==> src/rtl/simple_alu_pkg.sv <==
// Shared opcode encoding for the simple_alu datapath.
// Optional flag outputs are enabled with the SIMPLE_ALU_FLAGS_EN macro.
package simple_alu_pkg;

  localparam int OP_W = 3;

  typedef enum logic [OP_W-1:0] {
    OP_ADD = 3'd0,
    OP_SUB = 3'd1,
    OP_SHL = 3'd2,
    OP_SHR = 3'd3,
    OP_AND = 3'd4,
    OP_OR  = 3'd5,
    OP_XOR = 3'd6,
    OP_EQ  = 3'd7
  } alu_op_e;

endpackage

==> src/rtl/simple_alu_core.sv <==
// Combinational next-result logic for simple_alu.
// With SIMPLE_ALU_FLAGS_EN the next zero and carry/borrow flags are produced too.
module simple_alu_core
  import simple_alu_pkg::*;
#(
  parameter int WIDTH = 8
) (
  input  logic [WIDTH-1:0] a_i,
  input  logic [WIDTH-1:0] b_i,
  input  logic [OP_W-1:0]  op_i,
`ifdef SIMPLE_ALU_FLAGS_EN
  output logic             zero_o,
  output logic             carry_o,
`endif
  output logic [WIDTH-1:0] res_o
);

  localparam logic [WIDTH-1:0] WIDTH_V = WIDTH'(WIDTH);

  alu_op_e          op;
  logic [WIDTH-1:0] sum;
  logic [WIDTH-1:0] diff;
  logic             shift_oob;

  assign op        = alu_op_e'(op_i);
  assign shift_oob = (b_i >= WIDTH_V);

`ifdef SIMPLE_ALU_FLAGS_EN
  // One extra bit holds the carry-out of ADD and the borrow (a<b) of SUB.
  logic [WIDTH:0] add_x;
  logic [WIDTH:0] sub_x;

  assign add_x = {1'b0, a_i} + {1'b0, b_i};
  assign sub_x = {1'b0, a_i} - {1'b0, b_i};
  assign sum   = add_x[WIDTH-1:0];
  assign diff  = sub_x[WIDTH-1:0];

  always_comb begin
    carry_o = 1'b0;
    case (op)
      OP_ADD:  carry_o = add_x[WIDTH];
      OP_SUB:  carry_o = sub_x[WIDTH];
      default: carry_o = 1'b0;
    endcase
  end

  assign zero_o = (res_o == '0);
`else
  assign sum  = a_i + b_i;
  assign diff = a_i - b_i;
`endif

  always_comb begin
    res_o = '0;
    case (op)
      OP_ADD: res_o = sum;
      OP_SUB: res_o = diff;
      OP_SHL: res_o = shift_oob ? '0 : (a_i << b_i);
      OP_SHR: res_o = shift_oob ? '0 : (a_i >> b_i);
      OP_AND: res_o = a_i & b_i;
      OP_OR:  res_o = a_i | b_i;
      OP_XOR: res_o = a_i ^ b_i;
      OP_EQ:  res_o = {{(WIDTH-1){1'b0}}, (a_i == b_i)};
      default: res_o = '0;
    endcase
  end

endmodule

==> src/rtl/simple_alu.sv <==
// Registered 8-op integer ALU: simple_alu_core followed by an async-reset output register.
// Defining SIMPLE_ALU_FLAGS_EN adds registered zero_o and carry_o outputs.
module simple_alu
  import simple_alu_pkg::*;
#(
  parameter int WIDTH = 8
) (
  input  logic             clk_i,
  input  logic             rst_ni,
  input  logic [WIDTH-1:0] a_i,
  input  logic [WIDTH-1:0] b_i,
  input  logic [OP_W-1:0]  op_i,
`ifdef SIMPLE_ALU_FLAGS_EN
  output logic             zero_o,
  output logic             carry_o,
`endif
  output logic [WIDTH-1:0] alu_o
);

  logic [WIDTH-1:0] alu_d;
  logic [WIDTH-1:0] alu_q;

`ifdef SIMPLE_ALU_FLAGS_EN
  logic zero_d, zero_q;
  logic carry_d, carry_q;
`endif

  simple_alu_core #(
    .WIDTH (WIDTH)
  ) u_core (
    .a_i     (a_i),
    .b_i     (b_i),
    .op_i    (op_i),
`ifdef SIMPLE_ALU_FLAGS_EN
    .zero_o  (zero_d),
    .carry_o (carry_d),
`endif
    .res_o   (alu_d)
  );

  always_ff @(posedge clk_i or negedge rst_ni) begin
    if (!rst_ni) begin
      alu_q <= '0;
    end else begin
      alu_q <= alu_d;
    end
  end

  assign alu_o = alu_q;

`ifdef SIMPLE_ALU_FLAGS_EN
  // Zero reads as set while in reset, matching the cleared result.
  always_ff @(posedge clk_i or negedge rst_ni) begin
    if (!rst_ni) begin
      zero_q  <= 1'b1;
      carry_q <= 1'b0;
    end else begin
      zero_q  <= zero_d;
      carry_q <= carry_d;
    end
  end

  assign zero_o  = zero_q;
  assign carry_o = carry_q;
`endif

endmodule

==> config.mk <==
export PLATFORM = sky130hd
export DESIGN_NAME = simple_alu
export DESIGN_NICKNAME = d
export VERILOG_FILES = /design/src/rtl/simple_alu_pkg.sv /design/src/rtl/simple_alu_core.sv /design/src/rtl/simple_alu.sv
export SDC_FILE = /design/constraint.sdc
export NUM_CORES = 1
export LEC_CHECK = 0
export ABC_AREA = 1
export CAP_MARGIN = 20
export CORE_MARGIN = 1.5
export CORE_UTILIZATION = 30
export CTS_BUF_LIST = sky130_fd_sc_hd__clkbuf_4
export DETAILED_ROUTE_END_ITERATION = 10
export SYNTH_ARGS = -nofsm -noshare
export SYNTH_HDL_FRONTEND = slang
export SYNTH_SLANG_ARGS = --single-unit
export TNS_END_PERCENT = 50
==> constraint.sdc <==
create_clock -name clk_i -period 0.8 [get_ports clk_i]
set_clock_uncertainty 0.1 [all_clocks]
set_input_delay 0.12 -clock clk_i [delete_from_list [all_inputs] [get_ports clk_i]]
set_output_delay 0.12 -clock clk_i [all_outputs]
set_load 0.03 [all_outputs]
Word-level counts from Yosys, hierarchy flattened
Index checks and enable logic that the tools add are counted.
- $add $sub $neg: 2
- multiplexer cells: 3
- multipliers: 0
- shift operators: 2
- eq/ne operators: 8
- magnitude comparators: 1
- reduce and logical (&&, ||, !) cells: 1
- div/mod/pow operators: 0
- bitwise logic cells: 3
- operator list (operator ; number):
    $pmux 8 s8 ; 1
    $mux 8 ; 2
    $eq 3x3->1 const B ; 4
    $add 8x8->8 ; 1
    $and 8x8->8 ; 1
    $eq 8x8->1 ; 1
    $ge 8x4->1 const B ; 1
    $or 8x8->8 ; 1
    $shl 8x8->8 ; 1
    $shr 8x8->8 ; 1
    $sub 8x8->8 ; 1
    $xor 8x8->8 ; 1
    $eq 3x2->1 const B ; 2
    $eq 3x1->1 const B ; 1
    $logic_not 3->1 ; 1
- bits in read-only memories: 0
- bits in registers: 8
- memories kept: 0
- bits in latches: 0
- bits in writable memories: 0

Logic depth before layout (Yosys ltp)
Gate-level depths: netlist of run 1.
- depth in word-level cells: 3
- depth in mapped cells: 14

By module
A second synthesis of run 1 with hierarchy kept.
- cells, all modules: 330
- area, all modules: 1900.6 sq um
- modules (own cells, without submodules) (module ; times used ; area an instance (sq um) ; seq. area each (sq um) ; cells an instance):
    simple_alu_core ; 1 ; 1700.4 ; 0.0 ; 322
    simple_alu ; 1 ; 200.2 ; 200.2 ; 8

Worst setup path before layout of run 1
Ideal clock, no wire load.
- kind: input to register
- start: input port b_i[2]
- end: register alu_q[6], in the netlist alu_o[6]
- setup slack: -0.766 ns
- path buffers: 2
- stages: 12
- required time: 0.569 ns
- data arrival time: 1.335 ns
- cells stage by stage: buf_6 > inv_1 > ha_1 > buf_6 > inv_1 > nand3b_1 > nand2_1 > nand3_1 > nand3_1 > nand2_1 > nand3_1 > nand4_1
- cells in the longest elaborated chain, start to end: 3
- RTL lines (element ; line ; RTL):
    start: declaration ; simple_alu.sv:11 ; input logic [WIDTH-1:0] b_i,
    $ge 8x4->1, or another cell as far along ; simple_alu_core.sv:26 ; assign shift_oob = (b_i >= WIDTH_V);
    $mux 8 (on tied branches) ; simple_alu_core.sv:59, simple_alu_core.sv:58 ;
    $pmux 8 s8 * ; simple_alu_core.sv:55 ; case (op)
    via alu_d[6] ; simple_alu.sv:20 ; logic [WIDTH-1:0] alu_d;
    end signal: assignment ; simple_alu.sv:45 ; alu_q <= alu_d;
    end: declaration ; simple_alu.sv:21 ; logic [WIDTH-1:0] alu_q;
The timed path passes the listed nets; every way through them passes the cells marked *.

Worst setup path after layout of run 1
- start: input port b_i[5]
- end: register alu_q[7], in the netlist alu_o[7]
Same word-level chain as after synthesis.

==> metrics.cfg, run 1 <==
[power]
power.internal_mw=1.59
combPwrFrac_pct=72.9
peakVddDrop_v=0.000793
finalPower_mw=2.85
swShare_pct=44.2
leakage_nw=1.74
powerDensity_nw_per_um2=796
p_seq_share_pct=16.8
switchingPower_mw=1.26
pwr-share-clk_pct=10.3

[drt]
drt-vias-per-instance=5.09
drtIter0Drc=237
routedWlPerCell_microns=14.9
post-route-drc-count=0
drt-total-wl_mm=7.87
dr_total_vias=2683
ant_nets=0
dr.pass1.iters=5

[die]
row_count=29
start_util_pct=30.8
die_h_microns=83.5
die_w_microns=83.5
core_area_sq_um=6310
die-area_sq_um=6960
io_pins=29

[synthesis]
yosysTopAreaCellShare_pct=16.4
synth_area_per_cell_sq_um=5.78
yosysTopAreaCell=nand2_1
synth_compound_area_share_pct=12.2
ys_seq_area_share_pct=10.3
synthMuxAreaShare_pct=0
ys_ff_latch=8
synth.area.top_cells=nand2_1 (16%), ha_1 (15%), nand3_1 (14%)
netlist_area_sq_um=1940
synthDistinctLibCells=31
ys_warn_count=0
synth-xor-area-share_pct=1.80
syn_inst=336
syn_nets=382
synth_fa_ha_area_share_pct=16.9
synthSimpleGateAreaFrac_pct=44.7
synth_top_family_by_area=simple AND/OR/NAND/NOR gates

[timing]
fin_ws_ns=-0.582
rsz0062_at_grt=yes
drv_slew=0
setup_viol=16
tightest_slew_ns=0.281
setup_tns_ns=-5.59
max_freq_mhz=724
min_period_over_period_pct=173
slew_headroom_pct=81.2
min_period_ns=1.38
finalHoldViolations=0

[clocking]
cts_root_buf=clkbuf_4
cts_tree=built
htree_levels=1
cts_sinks=8
clk_pin_slew_ns=0.05
postCtsHoldBufs=0
numCtsBuffers=3
clockBufferDepth=2

[grt]
antenna_found_initial=0
grt.overflow.total=0
grt_pass1_vias=2573
grt.total_usage_pct=22.4
grt_max_degree=12
grt_pass1_wl_mm=12.6

[cells_and_area]
finish.net_count=498
area_delta_synth_final_pct=84.7
postLayoutCoreUtil_pct=56.8
diodes=0
mostFrequentLayoutCell=buf_4
fillers=572
largest_register_ffs=8
drive_gt1_share_pct=55.1
layout_common_cells=buf_4 (66), nand2_1 (62), inv_1 (32), buf_6 (32), nand3_1 (31)

[job]
max_cap_viol_count=0

[setup_path]
worst_setup_path_start_kind=input pin
endpoint=alu_o[7]$_DFF_PN0_
arrival_ns=1.44
startpoint=b_i[5]
cp_max_fo=8
cp.required_ns=0.86
crit_path_end_kind=flop
worst-setup-path-type=input pin to flop

[placement]
gp_congestion=0.936
port_buffers=28
place_hpwl_mm=5.97

[outcome]
violations=negative setup slack
status=finished, violations left

[min_path]
hold_class=input pin to asynchronous set/reset pin

==> worst max-delay path, stage by stage <==
cell and delay [ns]:
buf_6 0.09, buf_6 0.11, nor2_4 0.11, buf_12 0.14
buf_6 0.11, nand4_1 0.17, nor2_2 0.17, nor2_2 0.08
nand3_2 0.07, nand3_2 0.09, nand4_1 0.16
==> cell type report <==
cell class	count	area (sq um)	area share [%]
multi-input cells	261	1990	55.6
repair buffers	114	1000	27.9
inverters	64	272	7.57
flip-flops and latches	8	200	5.58
well taps	77	96.3	2.69
clock buffers	3	22.5	0.628
==> synthesized netlist by cell type (all sizes together) <==
| master | instances |
|---|---|
| o221ai | 1 |
| nand3 | 58 |
| fa | 2 |
| buf | 2 |
| a31oi | 2 |
| o21ai | 9 |
| nor3 | 2 |
| and2 | 1 |
| o211ai | 1 |
| clkinv | 2 |
| a211oi | 1 |
| nand3b | 1 |
| xor2 | 3 |
| nor4 | 1 |
| ha | 23 |
| xnor2 | 1 |
| o22ai | 6 |
| o31ai | 2 |
| a21oi | 19 |
| o21a | 1 |
| dfrtp | 8 |
| nand2 | 85 |
| inv | 62 |
| nand4 | 9 |
| clkbuf | 2 |
| nor2 | 32 |
==> stage by stage <==
step / setup slack (ns) / cell area (sq um) / hold WS, ns / std cells
6_report: -0.582 / 3590 / 0.0907 / 527
5_1_grt: -0.668 / 3590 / 0.0793 / 527
4_1_cts: -0.630 / 3500 / 0.0823 / 528
3_5_place_dp: -1.41 / 2980 / 0.349 / 514
3_3_place_gp: -1.37 / 2980 / 0.350 / 514
2_1_floorplan: -0.631 / 2070 / -0.276 / 336
==> what timing repair did <==
item | in CTS | in global routing
setup endpoints to repair | 16 | 16
gates resized for setup | 203 | 34
cloned | 1 | 0
pin swaps | 55 | 25
setup buffers | 10 | 0
==> layer usage <==
| layer | vias to the layer above | GRT usage [%] | part of all wire [%] |
|---|---|---|---|
| met3 | 10 | 2.77 | 6.2 |
| met1 | 1231 | 31.0 | 45 |
| met4 | 0 | 5.07 | 1.4 |
| li1 | 1331 | - | - |
| met5 | - | 0 | 0 |
| met2 | 111 | 37.5 | 47 |
==> power by group through the flow <==
stage	Clock [mW]	Combinational (mW)	Sequential, mW
6_report	0.294	2.08	0.478
5_1_grt	0.337	2.23	0.485
4_1_cts	0.311	1.97	0.479
3_5_place_dp	0	1.64	0.475
3_3_place_gp	0	1.64	0.474
2_1_floorplan	0	0.771	0.583
==> worst min path at each step <==
stage / start / endpoint / slack, ns
5_1_grt: rst_ni / alu_o[3]$_DFF_PN0_ / 0.08
3_5_place_dp: rst_ni / alu_o[5]$_DFF_PN0_ / 0.35
6_report: rst_ni / alu_o[7]$_DFF_PN0_ / 0.09
3_3_place_gp: rst_ni / alu_o[4]$_DFF_PN0_ / 0.35
2_1_floorplan: rst_ni / alu_o[0]$_DFF_PN0_ / -0.28
4_1_cts: rst_ni / alu_o[3]$_DFF_PN0_ / 0.08
==> logic make-up after synthesis <==
logic type	after synthesis
compound gates	42
xor+xnor	4
fa+ha+maj	25
buf+inv	68
flops	8
simple gates	189
(Power assumes the default switching activity.)
==> run 2: changes to the inputs <==
--- a/config.mk
+++ b/config.mk
@@ -10,7 +10,9 @@
 export CORE_MARGIN = 1.5
 export CORE_UTILIZATION = 30
 export CTS_BUF_LIST = sky130_fd_sc_hd__clkbuf_4
+export CTS_CLUSTER_DIAMETER = 40
 export DETAILED_ROUTE_END_ITERATION = 10
+export MAX_ROUTING_LAYER = met4
 export SYNTH_ARGS = -nofsm -noshare
 export SYNTH_HDL_FRONTEND = slang
 export SYNTH_SLANG_ARGS = --single-unit
==> run 2 against run 1 <==
  * Via count rose by 1.2%
  * Sequential power hardly changed
  * The run still ends with negative setup slack left
  * First-iteration DRC count down 21%
  * Maximum frequency down 1.8%
  * Total power increased by 1.4%
  * Global-route usage up 1.9 points
  * Core utilization up 0.95 points
  * Clock power is 1% lower
==> metrics.cfg, run 2 (synthesized netlist as in run 1, its figures left out) <==
[setup_path]
crit_slowest_cell=fa_2  ; was nand4_1
crit_path_end_kind=flop  ; unchanged
cp_slowest_stage_delay_ns=0.38  ; was 0.17 ns
arrival_ns=1.49  ; was 1.44 ns
crit_chain=buf_12 -> inv_12 -> ha_4 -> fa_2 -> nand3b_1 -> nand2_2 -> nor2_1 -> o31ai_1 -> inv_1 -> nand3_1  ; was buf_6 -> buf_6 -> nor2_4 -> buf_12 -> buf_6 -> nand4_1 -> nor2_2 -> nor2_2 -> nand3_2 -> nand3_2 -> nand4_1
cp_max_fo=3  ; was 8
worst-setup-path-type=input pin to flop  ; unchanged
cp.required_ns=0.88  ; was 0.86 ns
worst_setup_path_start_kind=input pin  ; unchanged

[cells_and_area]
largest_register_ffs=8  ; unchanged
finish.net_count=500  ; was 498
stdcell_area_sq_um=3650  ; was 3590 sq um
drive_gt1_share_pct=56.4  ; was 55.1%
mostFrequentLayoutCell=buf_4  ; unchanged
area_delta_synth_final_pct=87.8  ; was 84.7%
fin_cells=529  ; was 527
diodes=0  ; unchanged
layout_common_cells=buf_4 (70), nand2_1 (59), inv_1 (31), nand3_2 (30), buf_6 (28)  ; was buf_4 (66), nand2_1 (62), inv_1 (32), buf_6 (32), nand3_1 (31)
fillers=600  ; was 572

[grt]
grt_max_degree=12  ; unchanged
grt_pass1_wl_mm=13.5  ; was 12.6 mm
grt.overflow.total=0  ; unchanged
grt.total_usage_pct=24.3  ; was 22.4%
grt_pass1_vias=2804  ; was 2573
antenna_found_initial=0  ; unchanged

[timing]
slew_headroom_pct=77.7  ; was 81.2%
rsz0062_at_grt=yes  ; unchanged
max_freq_mhz=711  ; was 724 MHz
fin_ws_ns=-0.607  ; was -0.582 ns
drv_slew=0  ; unchanged
min_period_ns=1.41  ; was 1.38 ns
tightest_slew_ns=0.334  ; was 0.281 ns
hold_slack_ns=0.0408  ; was 0.0907 ns
min_period_over_period_pct=176  ; was 173%
setup_viol=16  ; unchanged
finalHoldViolations=0  ; unchanged

[clocking]
clk_pin_slew_ns=0.05  ; about the same
postCtsHoldBufs=0  ; unchanged
cts_root_buf=clkbuf_4  ; unchanged
numCtsBuffers=3  ; unchanged
htree_levels=1  ; unchanged
clockBufferDepth=2  ; unchanged
cts_sinks=8  ; unchanged
cts_tree=built  ; unchanged

[min_path]
hold_class=input pin to asynchronous set/reset pin  ; unchanged

[placement]
place_ws_ns=-1.41  ; about the same
place_area_sq_um=2990  ; was 2980 sq um
port_buffers=28  ; unchanged
dp_cells=516  ; was 514
place_hpwl_mm=6.14  ; was 5.97 mm
gp_congestion=0.997  ; was 0.936

[drt]
ant_nets=0  ; unchanged
drt-vias-per-instance=5.13  ; was 5.09
routedWlPerCell_microns=15.4  ; was 14.9 microns
drtIter0Drc=187  ; was 237
drt-total-wl_mm=8.16  ; was 7.87 mm
post-route-drc-count=0  ; unchanged
dr_total_vias=2715  ; was 2683
dr.pass1.iters=4  ; was 5

[die]
io_pins=29  ; unchanged
start_util_pct=30.8  ; unchanged
row_count=29  ; unchanged
die_w_microns=83.5  ; unchanged
core_area_sq_um=6310  ; unchanged
die-area_sq_um=6960  ; unchanged
die_h_microns=83.5  ; unchanged

[outcome]
violations=negative setup slack  ; unchanged
status=finished, violations left  ; unchanged

[power]
leakage_nw=1.75  ; was 1.74 nW
powerDensity_nw_per_um2=794  ; was 796 nW/um^2
peakVddDrop_v=0.000759  ; was 0.000793 V
finalPower_mw=2.89  ; was 2.85 mW

[job]
max_cap_viol_count=0  ; unchanged

run 2: metrics by stage:
step                util (%)  setup TNS, ns
finish                  57.8          -5.66
global placement        47.3         -10.25
global route            57.8          -6.43
detailed placement      47.3         -10.41
CTS                     56.7          -5.37
floorplan                  -          -4.45
run 2: worst max-delay path, delay by kind of cell:
family	cells	cell delay, ns
buf+inv	3	0.20
fa+ha+maj	2	0.54
compound gates	1	0.19
simple gates	4	0.44
run 2: final cells by class:
cell class | count | area, sq um | area share, %
sequential | 8 | 200 | 5.49
tap | 77 | 96.3 | 2.64
inverter | 64 | 279 | 7.65
timing repair buffer | 115 | 1010 | 27.7
clock buffer | 3 | 22.5 | 0.617
multi-input combinational | 262 | 2040 | 56.0
run 2: what timing repair did:
action                     in CTS  in global routing
setup buffers                   8                  1
setup endpoints to repair      16                 16
resized for setup             228                 16
pin swaps                      71                 12
gates cloned                    2                  0
run 2: power by group:
group | switching (mW) | internal, mW
Combinational | 1.14 | 0.984
Sequential | 0.0220 | 0.457
Clock | 0.119 | 0.170
run 2: worst paths after layout:
path	startpoint	endpoint	slack [ns]	cells after the start
setup / recovery	a_i[0]	alu_o[4]$_DFF_PN0_	-0.61	10
hold / removal	rst_ni	alu_o[4]$_DFF_PN0_	0.04	1
max in group asynchronous	rst_ni	alu_o[0]$_DFF_PN0_	0.31	1
min in group clk_i	b_i[2]	alu_o[2]$_DFF_PN0_	0.32	5
run 2: metal layers:
| layer | vias up | global-route usage (%) | share of wire, % |
|---|---|---|---|
| met5 | - | - | 0 |
| met4 | 0 | 5.66 | 0.76 |
| met3 | 10 | 2.87 | 6.6 |
| met2 | 107 | 40.9 | 49 |
| met1 | 1257 | 31.5 | 43 |
| li1 | 1341 | - | - |
